--- src/rtl/sha256_digest_unloader_pkg.sv ---
`default_nettype none
// ---------------------------------------------------------------------------
// sha256_digest_unloader_pkg : widths and unloader state shared with the core
// Revision 1.0
// ---------------------------------------------------------------------------
package sha256_digest_unloader_pkg;

  localparam int DIGEST_W = 256;
  localparam int DATA_W   = 64;
  localparam int WORDS    = DIGEST_W / DATA_W;

  typedef enum logic [0:0] {
    IDLE = 1'b0,
    SEND = 1'b1
  } unloader_state_e;

endpackage
`default_nettype wire

--- src/rtl/sha256_digest_unloader_if.sv ---
`default_nettype none
// ---------------------------------------------------------------------------
// sha256_digest_unloader_if : core-side digest handshake and host word stream
// Revision 1.0
// ---------------------------------------------------------------------------
interface sha256_digest_unloader_if #(
  parameter int DATA_W   = sha256_digest_unloader_pkg::DATA_W,
  parameter int DIGEST_W = sha256_digest_unloader_pkg::DIGEST_W
);

  logic [DIGEST_W-1:0] digest_i;
  logic                digest_valid_i;
  logic                digest_ready_o;
  logic [DATA_W-1:0]   data_o;
  logic                valid_o;
  logic                ready_i;
  logic                last_o;
  logic                drop_o;

  modport master (
    input  digest_i, digest_valid_i, ready_i,
    output digest_ready_o, data_o, valid_o, last_o, drop_o
  );

  modport slave (
    output digest_i, digest_valid_i, ready_i,
    input  digest_ready_o, data_o, valid_o, last_o, drop_o
  );

endinterface
`default_nettype wire

--- src/rtl/sha256_digest_unloader.sv ---
`default_nettype none
// ---------------------------------------------------------------------------
// sha256_digest_unloader : snapshots the SHA-256 digest and streams it out
// Revision 1.0
// ---------------------------------------------------------------------------
module sha256_digest_unloader #(
  parameter int DATA_W    = sha256_digest_unloader_pkg::DATA_W,
  parameter int DIGEST_W  = sha256_digest_unloader_pkg::DIGEST_W,
  parameter int MSB_FIRST = 1
) (
  input  wire logic               clk,
  input  wire logic               rst,
  sha256_digest_unloader_if.master bus
);

  import sha256_digest_unloader_pkg::*;

  localparam int N_WORDS = DIGEST_W / DATA_W;
  localparam int IDX_W   = (N_WORDS > 1) ? $clog2(N_WORDS) : 1;
  localparam logic [IDX_W-1:0] LAST_IDX = IDX_W'(N_WORDS - 1);

  unloader_state_e     state;
  logic [IDX_W-1:0]    idx;
  logic [DIGEST_W-1:0] shadow;
  logic                drop;
  logic [DATA_W-1:0]   word;

  always_ff @(posedge clk) begin
    if (rst) begin
      state  <= IDLE;
      idx    <= '0;
      shadow <= '0;
      drop   <= 1'b0;
    end else begin
      // A digest offered while draining is never captured; flag it instead.
      drop <= (state == SEND) && bus.digest_valid_i;
      unique case (state)
        IDLE: begin
          if (bus.digest_valid_i) begin
            shadow <= bus.digest_i;
            idx    <= '0;
            state  <= SEND;
          end
        end
        SEND: begin
          if (bus.ready_i) begin
            if (idx == LAST_IDX) begin
              idx   <= '0;
              state <= IDLE;
            end else begin
              idx <= idx + 1'b1;
            end
          end
        end
        default: state <= IDLE;
      endcase
    end
  end

  always_comb begin
    word = '0;
    for (int k = 0; k < N_WORDS; k++) begin
      if (idx == IDX_W'(k)) begin
        word = (MSB_FIRST != 0) ? shadow[DIGEST_W-1-k*DATA_W -: DATA_W]
                                : shadow[k*DATA_W +: DATA_W];
      end
    end
  end

  assign bus.digest_ready_o = (state == IDLE);
  assign bus.valid_o        = (state == SEND);
  assign bus.data_o         = (state == SEND) ? word : '0;
  assign bus.last_o         = (state == SEND) && (idx == LAST_IDX);
  assign bus.drop_o         = drop;

endmodule
`default_nettype wire

--- src/flat_wrapper.sv ---
// flat-port wrapper written by rule: the top's interface ports become plain ports
module sha256_digest_unloader_flat import sha256_digest_unloader_pkg::*;
#(
  parameter int DATA_W    = sha256_digest_unloader_pkg::DATA_W,
  parameter int DIGEST_W  = sha256_digest_unloader_pkg::DIGEST_W,
  parameter int MSB_FIRST = 1
)
  (clk, rst, bus_digest_i, bus_digest_valid_i, bus_ready_i, bus_digest_ready_o, bus_data_o, bus_valid_o, bus_last_o, bus_drop_o);
  sha256_digest_unloader_if #(.DATA_W(DATA_W), .DIGEST_W(DIGEST_W)) bus_i ();
  input  wire logic clk;
  input  wire logic rst;
  input wire logic [$bits(bus_i.digest_i)-1:0] bus_digest_i;
  input wire logic [$bits(bus_i.digest_valid_i)-1:0] bus_digest_valid_i;
  input wire logic [$bits(bus_i.ready_i)-1:0] bus_ready_i;
  output wire logic [$bits(bus_i.digest_ready_o)-1:0] bus_digest_ready_o;
  output wire logic [$bits(bus_i.data_o)-1:0] bus_data_o;
  output wire logic [$bits(bus_i.valid_o)-1:0] bus_valid_o;
  output wire logic [$bits(bus_i.last_o)-1:0] bus_last_o;
  output wire logic [$bits(bus_i.drop_o)-1:0] bus_drop_o;
  assign bus_i.digest_i = bus_digest_i;
  assign bus_i.digest_valid_i = bus_digest_valid_i;
  assign bus_i.ready_i = bus_ready_i;
  assign bus_digest_ready_o = bus_i.digest_ready_o;
  assign bus_data_o = bus_i.data_o;
  assign bus_valid_o = bus_i.valid_o;
  assign bus_last_o = bus_i.last_o;
  assign bus_drop_o = bus_i.drop_o;
  sha256_digest_unloader #(.DATA_W(DATA_W), .DIGEST_W(DIGEST_W), .MSB_FIRST(MSB_FIRST)) u_core (.clk(clk), .rst(rst), .bus(bus_i));
endmodule
--- config.mk ---
export PLATFORM = sky130hd
export DESIGN_NAME = sha256_digest_unloader_flat
export DESIGN_NICKNAME = d
export VERILOG_FILES = /design/src/rtl/sha256_digest_unloader_pkg.sv /design/src/rtl/sha256_digest_unloader_if.sv /design/src/rtl/sha256_digest_unloader.sv /design/src/flat_wrapper.sv
export SDC_FILE = /design/constraint.sdc
export NUM_CORES = 1
export LEC_CHECK = 0
export ABC_AREA = 1
export ABC_CLOCK_PERIOD_IN_PS = 1650
export BUFFER_PORTS_ARGS = -buffer_cell sky130_fd_sc_hd__buf_2
export CAP_MARGIN = 10
export CORE_UTILIZATION = 52
export CTS_BUF_LIST = sky130_fd_sc_hd__clkbuf_4 sky130_fd_sc_hd__clkbuf_8 sky130_fd_sc_hd__clkbuf_16
export DETAILED_ROUTE_END_ITERATION = 12
export HOLD_SLACK_MARGIN = 0.15
export MAX_ROUTING_LAYER = met4
export PLACE_DENSITY = 0.8
export SYNTH_ARGS = -nofsm -noshare
export SYNTH_HDL_FRONTEND = slang
export SYNTH_SLANG_ARGS = --single-unit
export TNS_END_PERCENT = 20
--- constraint.sdc ---
create_clock -name clk -period 1.65 [get_ports clk]
set_input_delay 0 -clock clk [delete_from_list [all_inputs] [get_ports clk]]
set_output_delay 0 -clock clk [all_outputs]
set_load 0.05 [all_outputs]
==> impl_results.md <==
- Outcome: finished, violations left
- Failing checks: negative setup slack
- Total gr overflow: 0
- Post-route cell area: 18200 um2
- Main combinational cell family by area after synthesis: simple AND/OR/NAND/NOR gates
- Rel. slew slack: 72.5%
- Synth warnings: 0
- Synth Area in Simple Gates: 31.0%
- Pre-CTS setup slack: 0.00109 ns
- Drt drc: 0
- Cell Count Post-Placement: 2203
- CTS Root Cell: clkbuf_16
- Nets: 2504
- Via count: 15300
- Fin. Hold Viols: 0
- MaxCap Viol Count: 0
- H-tree depth: 1
- Commonest cells post-synth: nor2_1 (610), nand2_1 (313), dfxtp_1 (260)
- Leak: 8.44 nW
- Final worst slack: -0.550 ns
- Clock sinks: 260
- Area post-placement: 13200 um2
- Global-route wire length before repair: 76.2 mm
- Worst clock skew: 0.0158 ns
- Reg clk slew, reported paths: 0.06 ns
- Final slew viol count: 0
- Die H: 150 um
- WHS: 0.260 ns
- Avg Cell Area, Syn: 6.74 um2
- GP Congestion: 0.877
- RSZ-0062 raised after global routing: yes
- Worst Path Arrival: 2.20 ns
- Leading register cell type out of synthesis: dfxtp_1
- DR iter-0 viols: 1981
- Routed Antenna Nets: 0
- Largest net degree at the start of global routing: 70
- WL final: 54.3 mm
- Crit-path most repeated cell: nand2_1
- Worst-Skew Late Latency: 0.53 ns
- 1st-pass router iterations: 8
- Top Ports: 328
- Die width: 150 um
- Compound-Gate Fraction of Synth Area: 15.3%
- Post-synthesis mux area share: 0%
- Mapped Area: 11400 um2
- Worst path required time: 1.65 ns
- Rows: 53
- Top-count cell post-synth: nor2_1
- Area of the multi-input gates: 5930 um2
- Post-synthesis cell count: 1688
- Crit-path cells: buf_4 -> ha_4 -> buf_8 -> a21oi_1 -> nand2_1 -> nand2_1 -> nand2_1 -> buf_6
- Ys async rst share: 0%
- # setup viols final: 67
- Overall power: 17.3 mW
- CTS tree: done
- Worst VDD drop: 0.775 mV
- Starting density of the core: 53.6%
- Syn nets: 1952
- Worst-margin pin slew: 0.408 ns
- Vias in the first global route: 14600
- Cts bufs inserted: 27
- Initial antenna violation count: 9
- Cell taking the most area after synthesis: dfxtp_1
- Fillers: 1019
- Slowest Stage Delay on Critical Path: 0.36 ns
- Setup_tns: -25.84 ns
- CP startpoint kind: flop
- Layout cell share with drive strength beyond 1: 26.3%
- P&R area growth vs syn: 60.3%
- Adder-cell share of the synthesized area: 0.440%
- Final min period: 2.20 ns
- Worst hold-check path type: in -> reg
- Post-synth cell types: 17
- Die ar.: 22500 um2
- Synth Area in XOR/XNOR: 0%
- Critical path peak fanout: 30
- CP top delay family: buffers and inverters
- Post-synth EDFFs: 0
- Sequential fraction of the synthesis area: 45.8%
- Via density: 6.02
- Critical path buffer and inverter count: 3
- Synth area leaders: dfxtp_1 (46%), nor2_1 (20%), o21ai_0 (11%), nand2_1 (10%), a21oi_1 (3.7%)
- Number of I/O port buffers: 327
- Critical path class: reg -> out
- Maximum clock insertion buffer count: 3
- WL/cell: 21.4 um
- Yosys reg bits: 260
- Share of the synthesized area in the top cell type: 45.8%
- Final core utilization: 85.9%
- DP Wirelength: 22.2 mm
- Gr usage total: 44.9%
- Slowest CP cell: dfxtp_4
- Critical Path Sink Type: primary output
- Final period util: 133%
- Core Region: 21200 um2
- Register area: 5220 um2
- Final non-filler cell total: 2540
- FMAX: 454 MHz
- PD cells: 947 nW/um2
==> placed cells by master, fill, tap and decap left out, types with 2 or more instances in the layout <==
master | synthesis | routed
buf_8 | 0 | 32
buf_16 | 0 | 2
nor2_1 | 610 | 599
nand2_2 | 0 | 100
nand2_4 | 1 | 16
a21oi_1 | 83 | 67
inv_2 | 4 | 3
inv_1 | 14 | 9
inv_8 | 0 | 3
a21oi_2 | 0 | 9
nand3_2 | 0 | 7
clkbuf_4 | 0 | 8
nor2_4 | 0 | 4
buf_2 | 41 | 262
dlygate4sd3_1 | 0 | 268
diode_2 | 0 | 10
dfxtp_1 | 260 | 257
buf_6 | 32 | 40
clkbuf_16 | 0 | 33
o21ai_0 | 253 | 243
nor2_2 | 0 | 7
dfxtp_4 | 0 | 3
buf_12 | 0 | 26
buf_4 | 7 | 12
nand3_1 | 10 | 3
ha_4 | 0 | 3
clkbuf_8 | 0 | 8
a21oi_4 | 0 | 7
inv_4 | 0 | 2
nand2_1 | 313 | 197
o21ai_1 | 11 | 20
==> sequential cells by signal (all words and copies together) (netlist names) <==
| name | flops |
|---|---|
| u_core.bus.drop_o | 1 |
| u_core.bus.valid_o | 1 |
| u_core.idx | 2 |
| u_core.shadow | 256 |
==> area by class of cell <==
class                   count  area share [%]
multi-input cells        1285            32.5
inverters                  18           0.549
diodes                     10           0.137
repair buffers            648            31.5
clock buffers              43            4.64
flip-flops and latches    260            28.6
well taps                 275            1.89
clock inverters             1           0.165
==> cell families after synthesis <==
logic type                 Yosys count
buffers and inverters              143
DFF                                260
AOI/OAI and AO/OA                  347
and+or+nand+nor                    934
adders and majority gates            4
==> per-layer routing <==
layer	vias to the layer above	routed length [um]	GRT usage [%]
met4	0	5450	31.7
met5	-	0	-
met3	576	6470	14.8
met1	6771	17500	47.9
li1	6466	-	-
met2	1488	24800	70.3
==> power by group <==
group / internal, mW / switching (mW) / leakage (nW)
Clock: 3.63 / 2.51 / 0.441
Sequential: 6.81 / 0.372 / 2.16
Combinational: 1.67 / 2.26 / 5.85
==> worst register-to-register path: cells and delay by family, from the launching register on <==
| kind | cells | cell delay, ns |
|---|---|---|
| buffers and inverters | 3 | 0.84 |
| DFF | 1 | 0.39 |
| AOI/OAI and AO/OA | 1 | 0.21 |
| and+or+nand+nor | 2 | 0.14 |
==> final timing paths <==
| path | startpoint | to | slack, ns | cells after the start |
|---|---|---|---|---|
| setup / recovery | u_core.idx[1] | bus_data_o[48] | -0.55 | 8 |
| setup reg to reg | u_core.bus.valid_o | u_core.shadow[163] | -0.05 | 6 |
| hold reg to reg | u_core.shadow[185] | u_core.shadow[185] | 0.45 | 2 |
| hold / removal | bus_digest_i[72] | u_core.shadow[72] | 0.26 | 4 |
==> repair_timing <==
item                                    4_1_cts  5_1_grt
hold buffers                                268        0
resized for setup                           173      205
pin swaps                                     5       36
gates cloned                                  3        8
setup buffers                                 6        1
endpoints found under the setup margin       65       78
endpoints found under the hold margin       260        0
No activity file was read; power rests on OpenSTA's default activity.
